==> src/rtl/elevator_ctrl.sv <==
// elevator_ctrl -- car-motion controller feeding the Display block.
//
// Latches floor requests, runs a SCAN (keep-direction) scheduler and times
// floor-to-floor moves and door dwell from a one-cycle 1 Hz enable.
//
// Ports:
//   ck         system clock, all state changes on the rising edge
//   rst_n      synchronous active-low reset
//   tick       one-ck-wide 1 Hz enable for move/door timing
//   req_btn    request pulses, one bit per floor
//   floor      current floor number
//   countdown  ticks left in the current move or door phase (0 when idle)
//   status     one-hot state: 0001 IDLE, 0010 UP, 0100 DOWN, 1000 DOOR
//   floor_btn  latched pending requests, bit i = floor i
module elevator_ctrl #(
   parameter int NUM_FLOORS = 8,
   parameter int MOVE_TIME  = 3,
   parameter int DOOR_TIME  = 5
) (
   input  logic       ck,
   input  logic       rst_n,
   input  logic       tick,
   input  logic [7:0] req_btn,
   output logic [3:0] floor,
   output logic [3:0] countdown,
   output logic [3:0] status,
   output logic [7:0] floor_btn
);

   typedef enum logic [3:0] {
      IDLE = 4'b0001,
      UP   = 4'b0010,
      DOWN = 4'b0100,
      DOOR = 4'b1000
   } state_t;

   localparam logic [3:0] MOVE_T = 4'(MOVE_TIME);
   localparam logic [3:0] DOOR_T = 4'(DOOR_TIME);

   state_t     state_reg, state_next;
   logic [3:0] floor_reg, floor_next;
   logic [3:0] count_reg, count_next;
   logic       dir_up_reg, dir_up_next;
   logic [7:0] btn_reg, btn_next;

   logic [7:0] valid_mask;
   logic [7:0] above_bits, below_bits;
   logic [7:0] past_up_bits, past_down_bits;
   logic [7:0] req_masked, clear;
   logic [3:0] nf;
   logic       here, above, below, beyond;

   // Floor the car reaches when the current move completes.
   assign nf = (state_reg == DOWN) ? floor_reg - 4'd1 : floor_reg + 4'd1;

   // Per-floor position tests against the current floor and the next floor.
   generate
      for (genvar gi = 0; gi < 8; gi++) begin : g_bits
         assign valid_mask[gi]     = (gi < NUM_FLOORS);
         assign above_bits[gi]     = btn_reg[gi] && (4'(gi) > floor_reg);
         assign below_bits[gi]     = btn_reg[gi] && (4'(gi) < floor_reg);
         assign past_up_bits[gi]   = btn_reg[gi] && (4'(gi) > nf);
         assign past_down_bits[gi] = btn_reg[gi] && (4'(gi) < nf);
      end
   endgenerate

   assign here   = req_btn[floor_reg[2:0]];
   assign above  = |above_bits;
   assign below  = |below_bits;
   assign beyond = (state_reg == UP) ? |past_up_bits : |past_down_bits;

   always_comb begin
      state_next  = state_reg;
      floor_next  = floor_reg;
      count_next  = count_reg;
      dir_up_next = dir_up_reg;
      clear       = '0;
      req_masked  = req_btn & valid_mask;

      // A press at the floor where the car stands with the door available
      // is served immediately rather than latched.
      if (state_reg == IDLE || state_reg == DOOR)
         req_masked[floor_reg[2:0]] = 1'b0;

      case (state_reg)
         IDLE: begin
            if (here) begin
               state_next               = DOOR;
               count_next               = DOOR_T;
               clear[floor_reg[2:0]]    = 1'b1;
            end else if (above && (dir_up_reg || !below)) begin
               state_next  = UP;
               dir_up_next = 1'b1;
               count_next  = MOVE_T;
            end else if (below) begin
               state_next  = DOWN;
               dir_up_next = 1'b0;
               count_next  = MOVE_T;
            end
         end
         UP, DOWN: begin
            if (tick) begin
               if (count_reg > 4'd1) begin
                  count_next = count_reg - 4'd1;
               end else begin
                  floor_next = nf;
                  if (btn_reg[nf[2:0]]) begin
                     state_next       = DOOR;
                     count_next       = DOOR_T;
                     clear[nf[2:0]]   = 1'b1;
                  end else if (beyond) begin
                     count_next = MOVE_T;
                  end else begin
                     state_next = IDLE;
                     count_next = 4'd0;
                  end
               end
            end
         end
         DOOR: begin
            // A fresh press at this floor beats a simultaneous tick.
            if (here) begin
               count_next            = DOOR_T;
               clear[floor_reg[2:0]] = 1'b1;
            end else if (tick) begin
               if (count_reg > 4'd1) begin
                  count_next = count_reg - 4'd1;
               end else begin
                  state_next = IDLE;
                  count_next = 4'd0;
               end
            end
         end
         default: begin
            state_next = IDLE;
            count_next = 4'd0;
         end
      endcase

      btn_next = (btn_reg | req_masked) & ~clear;
   end

   always_ff @(posedge ck) begin
      if (!rst_n) begin
         state_reg  <= IDLE;
         floor_reg  <= 4'd0;
         count_reg  <= 4'd0;
         dir_up_reg <= 1'b1;
         btn_reg    <= 8'h00;
      end else begin
         state_reg  <= state_next;
         floor_reg  <= floor_next;
         count_reg  <= count_next;
         dir_up_reg <= dir_up_next;
         btn_reg    <= btn_next;
      end
   end

   assign floor     = floor_reg;
   assign countdown = count_reg;
   assign status    = state_reg;
   assign floor_btn = btn_reg;

endmodule

==> config.mk <==
export PLATFORM = sky130hd
export DESIGN_NAME = elevator_ctrl
export DESIGN_NICKNAME = d
export VERILOG_FILES = /design/src/rtl/elevator_ctrl.sv
export SDC_FILE = /design/constraint.sdc
export NUM_CORES = 1
export LEC_CHECK = 0
export ABC_AREA = 0
export CORE_MARGIN = 10
export CORE_UTILIZATION = 55
export CTS_CLUSTER_SIZE = 24
export DETAILED_ROUTE_END_ITERATION = 16
export GPL_TIMING_DRIVEN = 0
export PLACE_DENSITY_LB_ADDON = 0.25
export SYNTH_ARGS = -nofsm -noshare
export SYNTH_HDL_FRONTEND = slang
export SYNTH_SLANG_ARGS = --single-unit
==> constraint.sdc <==
create_clock -name ck -period 4.2 [get_ports ck]
set_input_delay 0.42 -clock ck [delete_from_list [all_inputs] [get_ports ck]]
set_output_delay 0.42 -clock ck [all_outputs]
set_load 0.02 [all_outputs]
# Word-level counts from Yosys, hierarchy flattened
# Cells that the tools add are included.
word_totals:
  register_bits: 21
  inputBits: 11
  output_inout_bits: 20
  elab_cells: 153
op_classes:
  addsub: 3
  order_cmp: 37
  n_eq_ne: 12
  n_mux: 40
  bitwise: 7
  n_reduce_logical: 49
ops:
  columns: ["cell", "n"]
  rows:
  - ["$mux W4", 19]
  - ["$mux W8", 5]
  - ["$logic_and A1 B1 Y1", 35]
  - ["$gt A3 B4 Y1 const A", 8]
  - ["$lt A3 B4 Y1 const A", 8]
  - ["$reduce_or A8 Y1", 4]
  - ["$pmux W4 S3", 2]
  - ["$and A8 B8 Y8", 2]
  - ["$gt A1 B4 Y1 const A", 4]
  - ["$gt A2 B4 Y1 const A", 4]
  - ["$lt A1 B4 Y1 const A", 4]
  - ["$lt A2 B4 Y1 const A", 4]
  - ["$not A8 Y8", 2]
  - ["$pmux W8 S2", 1]
  - ["$ne A2 B2 Y1 const B", 5]
  - ["$reduce_and A3 Y1", 3]
  - ["$lt A3 B4 Y1 const B", 2]
  - ["$or A8 B8 Y8", 1]
  - ["$sub A4 B1 Y4 const B", 2]
  - ["$mux W1", 7]
  - ["$reduce_and A7 Y1", 1]
  - ["$bmux W1 S3", 2]
  - ["$demux W1 S3", 2]
  - ["$ge A3 B1 Y1 const B", 2]
  - ["other kinds (15)", 19]

# Depth between registers and ports, before layout
logic_depth:
  word_depth: 12
  ltp_mapped: 13
  depth_no_buf: 10

# Worst setup path before layout
# OpenSTA, ideal clock, no wires.
synth_timing:
  path_kind: "register -> register"
  from: "register floor_reg[0] (netlist: floor[0])"
  to: "register count_reg[2] (netlist: countdown[2])"
  setup_ns: 0.128
  t_arrival_ns: 2.918
  t_required_ns: 4.072
  setup_slack_ns: 1.154
  path_stages_with_launch: 13
  path_buffers: 3
  period_less_slack_ns: 3.046
  cell_sequence: "dfxtp_1 > clkbuf_1 > inv_1 > clkbuf_1 > ha_1 > clkbuf_1 > a211oi_1 > a21boi_0 > or3_1 > nand2b_1 > o21ai_1 > mux2i_1 > nor2_1"
synth_via:
  elab_chain_cells: 9
  word_cells_on_any_way: 54
  classes_between: "2 x add/sub; 16 x order compare; 2 x eq/ne; 12 x mux; 22 x reduce/logical"
synth_lines:
  columns: ["element", "line", "source"]
  rows:
  - ["start, declared", "41", "logic [3:0] floor_reg, floor_next;"]
  - ["start signal, assigned", "152", "floor_reg <= floor_next;"]
  - ["parallel branches: the longest is 9 deep, another holds $add A4 B1 Y4", null, null]
  - ["end signal, assigned", "153", "count_reg <= count_next;"]
  - ["end, declared", "42", "logic [3:0] count_reg, count_next;"]
# Several ways; the timed one is not identified. The select of a mux whose other input is x is not followed.
# A chain may end at the register's enable or synchronous reset.

# Worst setup path in the final report
layout_timing:
  from: "register floor_reg[0] (netlist: floor[0])"
  to: "register state_reg[1] (netlist: status[1])"
layout_via:
  elab_chain_cells: 9
  word_cells_on_any_way: 89
  classes_between: "2 x add/sub; 32 x order compare; 3 x eq/ne; 12 x mux; 40 x reduce/logical"
layout_lines:
  columns: ["element", "line", "source"]
  rows:
  - ["parallel branches: the longest is 9 deep, another holds $add A4 B1 Y4", null, null]
  - ["end signal, assigned", "151", "state_reg <= state_next;"]
  - ["end, declared", "40", "state_t state_reg, state_next;"]
# Several ways; the timed one is not identified. The select of a mux whose other input is x is not followed.

==> impl_results.md <==
- Status: complete, no violations
- Post-CTS Hold Buffers: 0
- Vias in the first global route: 2,176
- Crit-path max FO: 11
- Sink Count: 21
- Post-synthesis adder-cell area fraction: 4.124%
- Peak supply drop: 0.2014 mV
- TNS Setup: 0 ns
- HP Class: flop to flop
- Clk buf depth: 2
- Reg-to-reg startpoint: floor[0]$_SDFFE_PN0P_
- Simple-Gate Fraction of Synth Area: 26.86%
- Largest net degree at the start of global routing: 13
- Layout area overhead: 19.71%
- Cells after synthesis: 276
- Yosys reg bits: 21
- # diodes: 0
- Req. time, crit path: 4.42 ns
- Die area: 6602 sq um
- Mux cell area share after synthesis: 7.641%
- Buffers & Inverters on Critical Path: 4
- Pwr dens: 275.1 nW/um^2
- Slowest stage delay, CP: 0.49 ns
- GRT Resource Usage Total: 19.72%
- Slowest CP cell: dfxtp_1
- Clock transition at path regs: 0.09 ns
- DRC: 0
- Final period util: 88.55%
- Most frequent cell after synthesis: nand2_1
- Tmin final: 3.719 ns
- Net Sw Power: 267.1 uW
- 1st-iter DRT viols: 313
- Chip height: 81.25 um
- Main combinational cell family by area after synthesis: compound AO/OA/AOI/OAI gates
- PortBufs: 30
- Hold Fails Final Rpt: 0
- Combinational fraction of design power: 43.1%
- Routed Antenna Nets: 0
- Nets: 328
- Hold path startpoint: countdown[3]$_SDFFE_PN0P_
- Crit end category: flop
- Vias per cell: 6.492
- Fraction of layout cells with a size suffix above 1: 7.419%
- Grt ovf: 0
- TritonCTS clock tree: done
- Worst slew pin tran: 1.049 ns
- Post-CTS resize count: 0
- Critical Path Most Common Cell: clkbuf_1
- TritonCTS Buffers: 3
- Final Util: 67.98%
- Sequential share of power: 36.2%
- Ports: 31
- Dominant synthesized flop cell: dfxtp_1
- Final setup violation count: 0
- Slew Limit Fails: 0
- Drt wl/cell: 17.75 um
- LEAKAGE: 0.8367 nW
- Clock Power Share: 20.8%
- Setup crit start: floor[0]$_SDFFE_PN0P_
- Seq/Total Area, Yosys: 20.38%
- Final wirelength: 6354 um
- DR pass1 iterations: 5
- Share of the synthesized area in the top cell type: 20.38%
- Worst skew pair latency: 0.27 ns
- Clock Skew: 0.005717 ns
- Synth Area in XOR/XNOR: 4.245%
- PnR Total Power: 679.6 uW
- Critical path's top delay family: buffers and inverters
- Post-synth cell types: 60
- Post-Syn Area per Cell: 7.475 sq um
- Syn nets: 293
- Critical Path, Cell by Cell: clkbuf_1 -> inv_1 -> clkbuf_1 -> ha_1 -> buf_1 -> a21oi_1 -> mux2i_1 -> o21ai_0 -> o221a_2 -> o211ai_1 -> nand4_2 -> a21boi_0 -> o21a_1
- Post-synth EDFFs: 0
- P_int: 412.4 uW
- Starting density of the core: 56.78%
- # Post-CTS Setup Buffers: 0
- Site Rows: 22
- Number of H-tree levels: 1
- Core ar.: 3633 sq um
- CTS root buffer: clkbuf_8
- Critical path class: flop to flop
- Post-synth ARST share: 0%
- Unrepaired setup endpoints after global routing: no
- Critical Path Start Type: flop
- Area contributors post-synth: dfxtp_1 20%, a21oi_1 4.6%, mux2i_1 4.4%, nand2_1 4.0%, o21ai_0 3.9%
- Post-DP HPWL: 4608 um
- First-pass GRT wire length: 10,590 um
- Top cells by count, synth: 22 x nand2_1, 21 x dfxtp_1, 19 x a21oi_1, 19 x clkbuf_1, 19 x nor2_1
- F_max: 268.9 MHz
- Post-synthesis compound-gate area fraction: 29.53%
- Synthesis Warnings: 0
- Initial antenna violation count: 0
- Max reg flops: 8
- Worst path arrival time: 3.94 ns
- Mapped Area: 2063 sq um
- Max-cap violation count: 0
- Placer Congestion: 0.9667
- Via count: 2,324
- Worst slew margin: 29.08%
- Area leader, netlist: dfxtp_1
- Switching share of total power: 39.31%
- Die width: 81.25 um
-- power groups by stage --
stage,logic (mW),registers (mW),clock network (mW)
2_1_floorplan,0.174,0.267,0
3_3_place_gp,0.285,0.249,0
3_5_place_dp,0.288,0.250,0
4_1_cts,0.290,0.245,0.140
5_1_grt,0.320,0.249,0.152
6_report,0.293,0.246,0.141
-- metrics by stage --
step                      instances  instance area (sq um)  hold WS, ns  setup WS, ns
after floorplan                 276                   2063       0.4965         1.154
after global placement          354                   2424       0.5063        0.6612
after detailed placement        354                   2424       0.5123        0.6411
after CTS                       358                   2470       0.5216        0.5947
after global routing            358                   2470       0.5683        0.2200
final                           358                   2470       0.5241        0.4809
-- per-layer routing --
metal | GRT usage, % | vias up | wire (um)
li1 | - | 1103 | -
met1 | 26.70 | 1069 | 2814
met2 | 30.10 | 133 | 2808
met3 | 3.974 | 19 | 569
met4 | 7.266 | 0 | 161
met5 | 0 | - | 0
-- path summary, 6_finish.rpt --
kind / to / slack [ns] / cells past startpoint
min reg2reg: countdown[3]$_SDFFE_PN0P_ / 0.52 / 2
max reg2reg: status[1]$_SDFFE_PN0P_ / 0.48 / 13
max: status[1]$_SDFFE_PN0P_ / 0.48 / 13
min: countdown[3]$_SDFFE_PN0P_ / 0.52 / 2
-- cells in the final DEF, fill, tap and decap left out, drive strengths merged, types with 7 or more instances in the layout --
cell type,instances
dfxtp,21
nor3,11
a211oi,8
nand2,22
nand3,11
clkbuf,22
buf,7
clkdlybuf4s50,30
inv,8
nor4b,7
a21oi,19
mux2i,10
nor2,19
o21ai,18
-- area by class of cell --
| type | instances | area, sq um |
|---|---|---|
| Sequential cell | 21 | 420.4 |
| Multi-Input combinational cell | 221 | 1494 |
| Buffer | 26 | 118.9 |
| Clock inverter | 1 | 5.005 |
| Clock buffer | 3 | 41.29 |
| Tap cell | 48 | 60.06 |
| Timing Repair Buffer | 30 | 300.3 |
| Fill cell | 338 | 1164 |
| Inverter | 8 | 30.03 |
-- cell families after synthesis --
family                   count (synthesis)
AO/OA/AOI/OAI                           90
XOR/XNOR                                10
adder cells (fa/ha/maj)                  7
buffers and inverters                   34
flip-flops                              21
multiplexers                            13
AND/OR/NAND/NOR                        101
-- worst register-to-register path, stage by stage, from the launching register on --
cell,delay (ns)
dfxtp_1,0.49
clkbuf_1,0.39
inv_1,0.19
clkbuf_1,0.33
ha_1,0.43
buf_1,0.37
a21oi_1,0.08
mux2i_1,0.14
o21ai_0,0.09
o221a_2,0.27
o211ai_1,0.37
nand4_2,0.19
a21boi_0,0.20
o21a_1,0.13
No activity file was read; power rests on OpenSTA's default activity.
